## src/rtl/jt10_adpcm_addrgen_if.sv

```systemverilog
// Bus bundle for jt10_adpcm_addrgen: per-slot control inputs and registered ROM-side outputs.
interface jt10_adpcm_addrgen_if #(
   parameter int CH  = 6,
   parameter int SW  = 12,
   parameter int LSB = 9
);
   localparam int CW = (CH > 1) ? $clog2(CH) : 1;

   logic                  cen;
   logic                  adv;
   logic [SW-1:0]         addr_in;
   logic                  up_start;
   logic                  up_end;
   logic                  up_loop;
   logic                  loop_in;
   logic                  aon;
   logic                  aoff;
   logic [CH-1:0]         flag_clr;
   logic [CW-1:0]         cur_ch;
   logic [CW-1:0]         out_ch;
   logic [SW+LSB-2:0]     addr_out;
   logic                  sel;
   logic                  roe_n;
   logic [CH-1:0]         flags;

   modport master (
      output cen, adv, addr_in, up_start, up_end, up_loop, loop_in, aon, aoff, flag_clr,
      input  cur_ch, out_ch, addr_out, sel, roe_n, flags
   );

   modport slave (
      input  cen, adv, addr_in, up_start, up_end, up_loop, loop_in, aon, aoff, flag_clr,
      output cur_ch, out_ch, addr_out, sel, roe_n, flags
   );
endinterface

```

## src/rtl/jt10_adpcm_addrgen.sv

```systemverilog
// Time-multiplexed ADPCM-A address generator: one shared update visits CH channel slots round-robin.
// Optional end-of-sample looping is built when JT10_ADPCM_LOOP_EN is defined.
module jt10_adpcm_addrgen #(
   parameter int CH  = 6,
   parameter int SW  = 12,
   parameter int LSB = 9
) (
   input  logic                   clk,
   input  logic                   rst_n,
   jt10_adpcm_addrgen_if.slave    bus
);
   localparam int AW = SW + LSB;
   localparam int CW = (CH > 1) ? $clog2(CH) : 1;

   logic [CW-1:0]  cur_ch;
   logic [CW-1:0]  out_ch;
   logic [AW-1:0]  addr_q;
   logic           roe_q;
   logic [CH-1:0]  flags;

   logic [SW-1:0]  start_mem [CH];
   logic [SW-1:0]  end_mem   [CH];
   logic [AW-1:0]  cnt_mem   [CH];
   logic [CH-1:0]  on_mem;
`ifdef JT10_ADPCM_LOOP_EN
   logic [CH-1:0]  loop_mem;
`else
   logic           unused_loop;
   assign unused_loop = &{1'b0, bus.up_loop, bus.loop_in};
`endif

   logic [SW-1:0]  s_new;
   logic [SW-1:0]  e_new;
   logic           l_new;
   logic [AW-1:0]  cnt_cur;
   logic           on_cur;
   logic           at_end;
   logic [AW-1:0]  cnt_nxt;
   logic           on_nxt;
   logic           flag_set;
   logic [CH-1:0]  set_vec;

   always_comb begin
      s_new    = bus.up_start ? bus.addr_in : start_mem[cur_ch];
      e_new    = bus.up_end   ? bus.addr_in : end_mem[cur_ch];
`ifdef JT10_ADPCM_LOOP_EN
      l_new    = bus.up_loop  ? bus.loop_in : loop_mem[cur_ch];
`else
      l_new    = 1'b0;
`endif
      cnt_cur  = cnt_mem[cur_ch];
      on_cur   = on_mem[cur_ch];
      at_end   = (cnt_cur[AW-1:LSB] == e_new);
      cnt_nxt  = cnt_cur;
      on_nxt   = on_cur;
      flag_set = 1'b0;
      if (bus.aoff) begin
         on_nxt = 1'b0;
      end else if (bus.aon && !on_cur) begin
         on_nxt  = 1'b1;
         cnt_nxt = {s_new, {LSB{1'b0}}};
      end else if (on_cur && at_end) begin
         flag_set = 1'b1;
         if (l_new) begin
            if (bus.adv) cnt_nxt = {s_new, {LSB{1'b0}}};
         end else begin
            on_nxt = 1'b0;
         end
      end else if (on_cur && bus.adv) begin
         cnt_nxt = cnt_cur + 1'b1;
      end
      set_vec = (bus.cen && flag_set) ? (CH'(1) << cur_ch) : '0;
   end

   always_ff @(posedge clk or negedge rst_n) begin
      if (!rst_n) begin
         cur_ch <= '0;
         out_ch <= '0;
         addr_q <= '0;
         roe_q  <= 1'b1;
         on_mem <= '0;
`ifdef JT10_ADPCM_LOOP_EN
         loop_mem <= '0;
`endif
         for (int unsigned i = 0; i < CH; i++) begin
            start_mem[i] <= '0;
            end_mem[i]   <= '0;
            cnt_mem[i]   <= '0;
         end
      end else if (bus.cen) begin
         cur_ch            <= (cur_ch == CW'(CH-1)) ? '0 : cur_ch + 1'b1;
         start_mem[cur_ch] <= s_new;
         end_mem[cur_ch]   <= e_new;
         cnt_mem[cur_ch]   <= cnt_nxt;
         on_mem[cur_ch]    <= on_nxt;
`ifdef JT10_ADPCM_LOOP_EN
         loop_mem[cur_ch]  <= l_new;
`endif
         // Outputs describe the slot as it was before this update.
         out_ch <= cur_ch;
         addr_q <= cnt_cur;
         roe_q  <= !(on_cur && !at_end);
      end
   end

   // Clears act every clock; a simultaneous set on the same bit wins.
   always_ff @(posedge clk or negedge rst_n) begin
      if (!rst_n) flags <= '0;
      else        flags <= (flags & ~bus.flag_clr) | set_vec;
   end

   assign bus.cur_ch   = cur_ch;
   assign bus.out_ch   = out_ch;
   assign bus.addr_out = addr_q[AW-1:1];
   assign bus.sel      = addr_q[0];
   assign bus.roe_n    = roe_q;
   assign bus.flags    = flags;
endmodule
```

## src/flat_wrapper.sv

```systemverilog
// flat-port wrapper written by rule: the top's interface ports become plain ports
module jt10_adpcm_addrgen_flat 
#(
   parameter int CH  = 6,
   parameter int SW  = 12,
   parameter int LSB = 9
)
  (clk, rst_n, bus_cen, bus_adv, bus_addr_in, bus_up_start, bus_up_end, bus_up_loop, bus_loop_in, bus_aon, bus_aoff, bus_flag_clr, bus_cur_ch, bus_out_ch, bus_addr_out, bus_sel, bus_roe_n, bus_flags);
  jt10_adpcm_addrgen_if #(.CH(CH), .SW(SW), .LSB(LSB)) bus_i ();
  input  logic clk;
  input  logic rst_n;
  input wire logic [$bits(bus_i.cen)-1:0] bus_cen;
  input wire logic [$bits(bus_i.adv)-1:0] bus_adv;
  input wire logic [$bits(bus_i.addr_in)-1:0] bus_addr_in;
  input wire logic [$bits(bus_i.up_start)-1:0] bus_up_start;
  input wire logic [$bits(bus_i.up_end)-1:0] bus_up_end;
  input wire logic [$bits(bus_i.up_loop)-1:0] bus_up_loop;
  input wire logic [$bits(bus_i.loop_in)-1:0] bus_loop_in;
  input wire logic [$bits(bus_i.aon)-1:0] bus_aon;
  input wire logic [$bits(bus_i.aoff)-1:0] bus_aoff;
  input wire logic [$bits(bus_i.flag_clr)-1:0] bus_flag_clr;
  output wire logic [$bits(bus_i.cur_ch)-1:0] bus_cur_ch;
  output wire logic [$bits(bus_i.out_ch)-1:0] bus_out_ch;
  output wire logic [$bits(bus_i.addr_out)-1:0] bus_addr_out;
  output wire logic [$bits(bus_i.sel)-1:0] bus_sel;
  output wire logic [$bits(bus_i.roe_n)-1:0] bus_roe_n;
  output wire logic [$bits(bus_i.flags)-1:0] bus_flags;
  assign bus_i.cen = bus_cen;
  assign bus_i.adv = bus_adv;
  assign bus_i.addr_in = bus_addr_in;
  assign bus_i.up_start = bus_up_start;
  assign bus_i.up_end = bus_up_end;
  assign bus_i.up_loop = bus_up_loop;
  assign bus_i.loop_in = bus_loop_in;
  assign bus_i.aon = bus_aon;
  assign bus_i.aoff = bus_aoff;
  assign bus_i.flag_clr = bus_flag_clr;
  assign bus_cur_ch = bus_i.cur_ch;
  assign bus_out_ch = bus_i.out_ch;
  assign bus_addr_out = bus_i.addr_out;
  assign bus_sel = bus_i.sel;
  assign bus_roe_n = bus_i.roe_n;
  assign bus_flags = bus_i.flags;
  jt10_adpcm_addrgen #(.CH(CH), .SW(SW), .LSB(LSB)) u_core (.clk(clk), .rst_n(rst_n), .bus(bus_i));
endmodule
```

## config.mk

```make
export PLATFORM = sky130hd
export DESIGN_NAME = jt10_adpcm_addrgen_flat
export DESIGN_NICKNAME = d
export VERILOG_FILES = /design/src/rtl/jt10_adpcm_addrgen_if.sv /design/src/rtl/jt10_adpcm_addrgen.sv /design/src/flat_wrapper.sv
export SDC_FILE = /design/constraint.sdc
export NUM_CORES = 1
export LEC_CHECK = 0
export BUFFER_PORTS_ARGS = -buffer_cell sky130_fd_sc_hd__buf_2
export CORE_ASPECT_RATIO = 0.8
export CORE_MARGIN = 2
export CORE_UTILIZATION = 25
export CTS_CLUSTER_DIAMETER = 50
export DETAILED_ROUTE_END_ITERATION = 6
export HOLD_SLACK_MARGIN = 0.15
export SLEW_MARGIN = 20
export SYNTH_ARGS = -nofsm -noshare
export SYNTH_HDL_FRONTEND = slang
export SYNTH_SLANG_ARGS = --single-unit
```

## constraint.sdc

```tcl
create_clock -name clk -period 9.35 [get_ports clk]
set_input_delay 0.935 -clock clk [delete_from_list [all_inputs] [get_ports clk]]
set_output_delay 0.935 -clock clk [all_outputs]
set_load 0.01 [all_outputs]
```

==> results.py <==
metrics = {
    "detailed_routing": {
        "viasPerCell": 4.91,
        "wl_mm": 41.6,
        "route.detailed.drc": 4,
        "drtAntennaViolNets": 0,
        "dr.pass1.iters": 7,
        "wl_per_cell_um": 18.3,
        "vias": 11100,
        "drtIter0Drc": 855,
    },
    "placed_design": {
        "dp_cells": 2210,
        "gp_congestion": 0.844,
        "hpwl_mm": 26.3,
        "port_buffers": 59,
    },
    "die": {
        "initial_core_util_pct": 25.3,
        "die_width_um": 276,
        "std_cell_rows": 79,
        "core-area_mm2": 0.0583,
        "chipHeight_um": 221,
        "num_io_pins": 62,
        "dieArea_mm2": 0.0611,
    },
    "synthesis": {
        "ys_types": 85,
        "yosysMostFrequentCell": "nand2_1",
        "syn_inst": 1465,
        "synth-seq-cells": 310,
        "yosys.area.top_type_share_pct": 52.3,
        "synth_ff_type": "dfrtp_1",
        "synth-edff-count": 0,
        "synth_top_cell_by_area": "dfrtp_1",
        "synth_area_mm2": 0.0148,
        "yosysWarnings": 0,
        "synth_nets": 1495,
        "async_reset_ff_share_pct": 100,
        "ys_seq_area_share_pct": 52.5,
        "avgSynthCellArea_um2": 10.1,
        "synth_common_cells": "316 x nand2_1, 309 x dfrtp_1, 239 x o21ai_0",
        "synthTopCellsByArea": "dfrtp_1 52%, o21ai_0 8.1%, nand2_1 8.0%",
    },
    "clock_tree": {
        "hold_buffers": 0,
        "cts.reportedPaths.clkPinSlew_ns": 0.06,
        "numCtsBuffers": 35,
        "clock_latency_ns": 0.53,
        "cts_resized": 0,
        "cts_root_buf": "clkbuf_16",
        "cts_setup_buffers": 0,
        "clock_sinks": 310,
        "clock_path_buffers": 3,
        "cts_tree": "built",
        "cts.htree.levels": 2,
    },
    "pwr": {
        "intPower_uw": 3470,
        "comb_power_share_pct": 37.7,
        "p_total_uw": 5700,
        "ir_drop_mv": 0.136,
        "clkPwrFrac_pct": 25.1,
        "power_density_mw_per_mm2": 340,
        "switching_share_pct": 39.0,
        "switchingPower_uw": 2220,
        "leakage_uw": 0.00726,
        "p_seq_share_pct": 37.2,
    },
    "cells_and_area": {
        "num_antenna_cells": 0,
        "fill_cells": 6087,
        "area_growth_pct": 13.5,
        "num-nets-final": 1508,
        "instances_no_fill": 2270,
        "drive_above_1_share_pct": 15.1,
    },
    "grt": {
        "antenna_found_initial": 2,
        "grt_pass1_vias": 11100,
        "overflow": 0,
        "track_usage_pct": 13.7,
        "grt_max_degree": 117,
        "grt_pass1_wl_mm": 65.5,
    },
    "critical_path": {
        "critical_path_arrival_ns": 5.67,
        "crit_fanout": 56,
        "endpoint_kind": "register",
        "setup.worst_path.start_class": "register",
        "r2r_end": "u_core.cnt_mem[94]$_DFFE_PN0P_",
        "rrSetupSlack_ns": 4.05,
        "max_stage_delay_ns": 1.04,
        "crit_start": "u_core.bus.cur_ch[0]$_DFFE_PN0P_",
        "crit_required_ns": 9.72,
        "crit_top_cell": "nor4_1",
        "crit_chain": "buf_4 -> mux4_1 -> a221o_1 -> o21ai_1 -> xnor2_1 -> nand3_1 -> nor4_1 -> nor4_1 -> nor3_1 -> a21oi_1",
        "reg2regPathDepth": 10,
        "crit_end": "u_core.cnt_mem[94]$_DFFE_PN0P_",
        "reg2reg_from": "u_core.bus.cur_ch[0]$_DFFE_PN0P_",
        "critPathSlowestCell": "dfrtp_4",
        "path_class": "register to register",
    },
    "status": {
        "run_status": "complete, but fails checks",
        "violations": "DRC",
    },
    "job": {
        "cap_violations": 0,
    },
    "timing": {
        "hold_viol": 0,
        "setup_tns_ns": 0,
        "clock_skew_ns": 0.0253,
        "setup_viol": 0,
        "max_freq_mhz": 189,
        "fin_crit_ns": 5.30,
        "drv_slew": 0,
        "timing.hold.ws_ns": 0.464,
        "rsz0062_at_grt": "no",
        "relSlewSlack_pct": 27.6,
        "fin_crit_sh_pct": 56.6,
        "worst_pin_slew_ns": 1.08,
    },
    "hold_path": {
        "hold_class": "input pin to asynchronous set/reset pin",
    },
}
-- cell type report --
class	instances	area (um^2)	area share, %
Clock inverter	12	189	1.13
Multi-Input combinational cell	1036	6320	37.7
Inverter	16	60.1	0.358
Timing Repair Buffer	79	459	2.74
Sequential cell	310	7760	46.3
Tap cell	769	962	5.74
Clock buffer	48	1010	6.05
-- per-layer routing --
layer | share of wire (%) | global-route usage [%] | wire length, um
met2 | 43 | 20.2 | 18000
met3 | 8.2 | 3.31 | 3390
met1 | 46 | 19.8 | 19300
met5 | 0.053 | 0 | 22
met4 | 2.2 | 3.69 | 902
-- worst min path at each step --
stage,startpoint,endpoint,cells after the start
4_1_cts,u_core.start_mem[45]$_DFFE_PN0P_,u_core.start_mem[45]$_DFFE_PN0P_,2
3_5_place_dp,u_core.end_mem[12]$_DFFE_PN0P_,u_core.end_mem[12]$_DFFE_PN0P_,2
5_1_grt,u_core.end_mem[42]$_DFFE_PN0P_,u_core.end_mem[42]$_DFFE_PN0P_,2
2_1_floorplan,u_core.cnt_mem[104]$_DFFE_PN0P_,u_core.cnt_mem[104]$_DFFE_PN0P_,2
6_report,rst_n,u_core.start_mem[33]$_DFFE_PN0P_,1
3_3_place_gp,u_core.end_mem[60]$_DFFE_PN0P_,u_core.end_mem[60]$_DFFE_PN0P_,2
-- critical path, delay by kind of cell, from the launching register on --
| family | cells | cell delay [ns] |
|---|---|---|
| AND/OR/NAND/NOR | 4 | 1.65 |
| flip-flops | 1 | 1.04 |
| AO/OA/AOI/OAI | 3 | 0.90 |
| multiplexers | 1 | 0.64 |
| buffers and inverters | 1 | 0.61 |
| XOR/XNOR | 1 | 0.23 |
-- cell families after synthesis --
| kind of cell | share of synthesized area, % |
|---|---|
| AOI/OAI and AO/OA | 17.4 |
| xor gates and xnor gates | 1.27 |
| adders and majority gates | 0.169 |
| buffers and inverters | 4.90 |
| DFF | 52.5 |
| muxes | 10.4 |
| and+or+nand+nor | 13.4 |
-- cell usage in the layout (no fill, tap or decap), types with 4 or more instances in the layout --
master / n
dfrtp_1: 308
buf_2: 58
or4_1: 6
nand3_1: 7
mux4_1: 6
nor2_1: 71
xor2_1: 6
or3_1: 7
buf_4: 19
clkinv_2: 4
nor2b_1: 6
or2_2: 4
nand4_1: 4
inv_1: 16
nor3_1: 12
o21ai_0: 238
o21ai_1: 51
nand2_2: 5
a221o_1: 15
a21oi_2: 4
clkbuf_8: 9
clkbuf_1: 4
clkbuf_16: 35
mux2i_1: 78
mux2_2: 25
o22ai_1: 35
xnor2_1: 8
bufinv_16: 4
a31oi_1: 7
mux4_2: 13
and2_1: 5
xnor2_2: 4
nand2_1: 313
a21oi_1: 37
-- through the flow --
stage	util [%]	cell area (um^2)	setup WS [ns]
2_1_floorplan	-	14800	5.95
3_3_place_gp	26.7	15600	4.31
3_5_place_dp	26.7	15600	4.21
4_1_cts	28.8	16800	4.20
5_1_grt	28.8	16800	3.84
6_report	28.8	16800	4.05
-- state kept, by name (all words and copies together), names as in the netlist --
register,cells
u_core.addr_q,21
u_core.end_mem,72
u_core.cnt_mem,126
u_core.bus.roe_n,1
u_core.on_mem,6
u_core.start_mem,72
u_core.bus.flags,6
u_core.bus.cur_ch,3
u_core.bus.out_ch,3
-- power by group through the flow --
stage | combinational, uW | clock [uW] | sequential, uW
2_1_floorplan | 1630 | 0 | 2030
3_3_place_gp | 2090 | 0 | 2100
3_5_place_dp | 2130 | 0 | 2140
4_1_cts | 2140 | 1470 | 2110
5_1_grt | 2370 | 1530 | 2180
6_report | 2150 | 1430 | 2120
(Power assumes the default switching activity.)
